### src/rtl/mcs4_port_monitor.sv
// Board-side monitor for the MCS-4 output pins: synchronizes p_out/io_pad into sysclk,
// timestamps every change of the 18-bit pin vector and queues it in a show-ahead FIFO.
module mcs4_port_monitor #(
    parameter int unsigned DEPTH = 4,
    parameter int unsigned TS_W  = 12
) (
    input  logic              sysclk,
    input  logic              poc_pad,
    input  logic              clear_pad,
    input  logic [9:0]        p_out,
    input  logic [7:0]        io_pad,
    output logic              evt_valid,
    input  logic              evt_ready,
    output logic [TS_W+17:0]  evt_data,
    output logic              overflow
);

    localparam int unsigned PIN_W = 18;
    localparam int unsigned AW    = $clog2(DEPTH);
    localparam int unsigned EW    = TS_W + PIN_W;

    logic [PIN_W-1:0] s1_q, s2_q, h_q;
    logic [TS_W-1:0]  ts_q, ts_d;
    logic [AW:0]      wptr_q, wptr_d, rptr_q, rptr_d;
    logic             ovf_q, ovf_d;
    logic [EW-1:0]    mem_q [DEPTH];

    logic chg, empty, full, pop, push;

    // Change detect, FIFO status and handshake decode
    always_comb begin
        chg   = (s2_q != h_q);
        empty = (wptr_q == rptr_q);
        full  = (wptr_q[AW] != rptr_q[AW]) && (wptr_q[AW-1:0] == rptr_q[AW-1:0]);
        pop   = !empty && evt_ready;
        push  = chg && (!full || pop);
    end

    // Next state; clear flushes the queue and drops any event detected this cycle
    always_comb begin
        ts_d   = ts_q + TS_W'(1);
        wptr_d = wptr_q;
        rptr_d = rptr_q;
        ovf_d  = ovf_q;
        if (clear_pad) begin
            ts_d   = '0;
            wptr_d = '0;
            rptr_d = '0;
            ovf_d  = 1'b0;
        end else begin
            if (push) wptr_d = wptr_q + (AW+1)'(1);
            if (pop)  rptr_d = rptr_q + (AW+1)'(1);
            if (chg && full && !pop) ovf_d = 1'b1;
        end
    end

    // Synchronizer, history, timestamp, pointers and sticky overflow
    always_ff @(posedge sysclk) begin
        if (poc_pad) begin
            s1_q   <= '0;
            s2_q   <= '0;
            h_q    <= '0;
            ts_q   <= '0;
            wptr_q <= '0;
            rptr_q <= '0;
            ovf_q  <= 1'b0;
        end else begin
            s1_q   <= {p_out, io_pad};
            s2_q   <= s1_q;
            h_q    <= s2_q;
            ts_q   <= ts_d;
            wptr_q <= wptr_d;
            rptr_q <= rptr_d;
            ovf_q  <= ovf_d;
        end
    end

    // Storage needs no reset: the head is masked to zero whenever the queue is empty
    always_ff @(posedge sysclk) begin
        if (!poc_pad && !clear_pad && push) begin
            mem_q[wptr_q[AW-1:0]] <= {ts_q, s2_q};
        end
    end

    assign evt_valid = !empty;
    assign evt_data  = empty ? '0 : mem_q[rptr_q[AW-1:0]];
    assign overflow  = ovf_q;

endmodule

### config.mk
export PLATFORM = sky130hd
export DESIGN_NAME = mcs4_port_monitor
export DESIGN_NICKNAME = d
export VERILOG_FILES = /design/src/rtl/mcs4_port_monitor.sv
export SDC_FILE = /design/constraint.sdc
export NUM_CORES = 1
export LEC_CHECK = 0
export BUFFER_PORTS_ARGS = -buffer_cell sky130_fd_sc_hd__buf_2
export CORE_ASPECT_RATIO = 2
export CORE_MARGIN = 3
export CORE_UTILIZATION = 59
export CTS_CLUSTER_DIAMETER = 150
export DETAILED_ROUTE_END_ITERATION = 7
export PLACE_DENSITY_LB_ADDON = 0.25
export SYNTH_ARGS = -nofsm -noshare
export SYNTH_HDL_FRONTEND = slang
export SYNTH_SLANG_ARGS = --single-unit
### constraint.sdc
create_clock -name sysclk -period 2.9 [get_ports sysclk]
set_input_delay 0.145 -clock sysclk [delete_from_list [all_inputs] [get_ports sysclk]]
set_output_delay 0.145 -clock sysclk [all_outputs]
set_load 0.05 [all_outputs]
==> flow_metrics.tcl <==
set metrics [dict create \
    grt.overflow.total 0 \
    met1_usage_pct 22.5 \
    switchingPower_mw 1.74 \
    synthSimpleGateAreaFrac_pct 12.1 \
    switching_share_pct 27.6 \
    cts_tree "yes" \
    synthFlopType "edfxtp_1" \
    powerDensity_mw_per_mm2 739 \
    setup_tns_ps 0 \
    slew_headroom_pct 38.7 \
    syn_avg_cell_area_sq_um 16.1 \
    synth_xor_area_share_pct 3.66 \
    gr-usage-met3_pct 5.63 \
    path_max_fanout 17 \
    synth_edf_count 120 \
    start_kind "flip-flop" \
    h-tree-depth 4 \
    die_area_sq_mm 0.0136 \
    async_flop_share_pct 0 \
    fin_area_sq_mm 0.00852 \
    rsz0062_at_grt "false" \
    cts.repair.resized 0 \
    antenna_found_initial 0 \
    place_congestion 0.731 \
    hp-class "primary input to flip-flop" \
    grt_usage_pct 21.1 \
    drt-total-wl_microns 12900 \
    insertion_delay_ps 440 \
    cts_made_buffers 17 \
    p_int_mw 4.56 \
    first_iter_violations 276 \
    clkSinkCount 195 \
    p_comb_share_pct 12.5 \
    drtPass1Iterations 5 \
    r2r-end "mem_q[3][29]" \
    final_layout_size_suffix_gt1_share_pct 25.0 \
    r2r_start "s2_q[0]" \
    hold_start "evt_ready" \
    drv_cap 0 \
    synth_top_cell_by_area "edfxtp_1" \
    fin_crit_ps 2520 \
    ys_warn_count 0 \
    endpoint_kind "flip-flop" \
    status "finished, final reports clean" \
    timing.final.crit_share_pct 86.8 \
    place_area_sq_mm 0.00769 \
    reg2reg_depth 6 \
    wl_per_cell_microns 18.9 \
    cts-root-buf "clkbuf_16" \
    layout.nets 555 \
    synth_most_common_cell "edfxtp_1" \
    regArea_sq_mm 0.00511 \
    rrSetupSlack_ps 380 \
    synth_nets 474 \
    vdd_ir_drop_max_mv 0.584 \
    ioPinCount 54 \
    p_seq_share_pct 49.0 \
    synth.area.top_cells "edfxtp_1 50%, dfxtp_1 21%, mux4_2 9.4%, nor2b_1 4.8%, and2_1 2.7%" \
    dp_hpwl_microns 8250 \
    synth-adder-area-share_pct 1.05 \
    yosysTopAreaCellShare_pct 50.2 \
    vias_per_cell 5.57 \
    multi_input_area_sq_mm 0.00199 \
    core_area_sq_mm 0.0118 \
    antenna_cells 0 \
    busiest_layer "met2" \
    yosys-top-cells-count "120 x edfxtp_1, 75 x dfxtp_1, 55 x nor2b_1, 31 x and2_1, 30 x mux4_2" \
    drv_slew 0 \
    grt_pass1_wl_microns 21200 \
    synth_top_family_by_area "simple AND/OR/NAND/NOR gates" \
    syn_inst 446 \
    syn_area_sq_mm 0.00718 \
    synth_cell_type_count 36 \
    die_w_microns 84.0 \
    num_vias 3817 \
    critPathArrivalTime_ps 2710 \
    synth-compound-area-share_pct 0.993 \
    die_height_microns 162 \
    synth_mux_area_share_pct 9.84 \
    fin_skew_ps 11.9 \
    ys_ff_latch 195 \
    clk_pin_slew_worst_paths_ps 70 \
    finalSetupViolCount 0 \
    required_ps 3090 \
    drc 0 \
    start_util_pct 60.7 \
    use_met2_pct 38.5 \
    grt_start_max_net_pins 53 \
    hold_viol_final 0 \
    power.share.clock_pct 38.6 \
    p_leak_nw 3.08 \
    port_buffers 53 \
    num_rows 56 \
    worst_pin_slew_ps 919 \
    fillers 716 \
    crit_type "flip-flop to flip-flop" \
    timing.fmax_ghz 0.397 \
    holdPathEnd "rptr_q[2]" \
    hold_depth 4 \
    grt_pass1_vias 4063 \
    areaGrowthSynthToFinish_pct 18.6 \
    cts_buffer_depth 2 \
    synth_seq_area_share_pct 71.1 \
    drtAntennaViolNets 0 \
]
[logic make-up after synthesis]
family                     after synthesis
DFF                                    195
AOI/OAI and AO/OA                       11
xor gates and xnor gates                30
and+or+nand+nor                        149
adders and majority gates                6
muxes                                   33
buffers and inverters                   22
[state kept, by name (all words and copies together) (netlist names), named ones only]
name,flops
mem_q,120
overflow,1
s1_q,18
wptr_q,3
ts_q,12
s2_q,18
h_q,18
rptr_q,3
[through the flow]
step                      hold slack, ps  worst slack [ps]  total power [mW]  std cells  util, %
final                                107               384              6.29        685     72.0
after global placement               353               500              3.90        634     64.9
after global routing                 111              98.6              6.52        685     72.0
after detailed placement             359               457              3.92        634     64.9
after floorplan                      273               244              3.71        446        -
after CTS                           86.0               398              6.34        685     72.0
[per-layer routing]
metal	vias up	routed length [microns]	share of wire [%]
met3	16	388	3.0
met4	0	301	2.3
li1	1782	-	-
met1	1914	4720	36
met2	105	7520	58
met5	-	0	0
[cell type report]
class                   count  area share [%]
clock buffers              17            4.99
inverters                   3           0.132
well taps                 145            2.13
clock inverters            15            2.56
multi-input cells         229            23.4
flip-flops and latches    195            59.9
repair buffers             81            6.87
[what timing repair did]
action | CTS | global route
setup buffers | 0 | 0
endpoints found under the hold margin | 20 | 0
hold buffers | 19 | 0
[power by group through the flow]
stage	sequential (mW)	clock (mW)	combinational [mW]
after global routing	3.09	2.58	0.840
final	3.08	2.43	0.785
after CTS	3.08	2.47	0.797
after detailed placement	3.15	0	0.775
after floorplan	3.13	0	0.587
after global placement	3.14	0	0.765
[worst max path at each step]
stage / startpoint / endpoint / slack, ps / cells past startpoint
detailed placement: s2_q[7] / mem_q[2][3] / 460 / 6
floorplan: wptr_q[0] / mem_q[0][0] / 240 / 5
global placement: s2_q[7] / mem_q[0][6] / 500 / 6
global route: s2_q[0] / mem_q[3][0] / 100 / 6
CTS: s2_q[7] / mem_q[2][7] / 400 / 6
finish: s2_q[0] / mem_q[3][29] / 380 / 6
[layout by cell type (no fill, tap or decap), types with 16 or more instances in the layout]
master and n:
clkbuf_16 17, mux4_2 30, nor2b_1 55, dlygate4sd3_1 19, buf_2 53, edfxtp_1 120
nor2_1 16, xor2_1 17, dfxtp_1 74, and2_1 31
[critical path: stages, from the launching register on]
cell,delay (ps)
dfxtp_1,360
xor2_1,160
nor4_1,550
nand2_1,220
nor2b_1,420
nor2_2,300
buf_12,240
No activity file was read; power rests on OpenSTA's default activity.
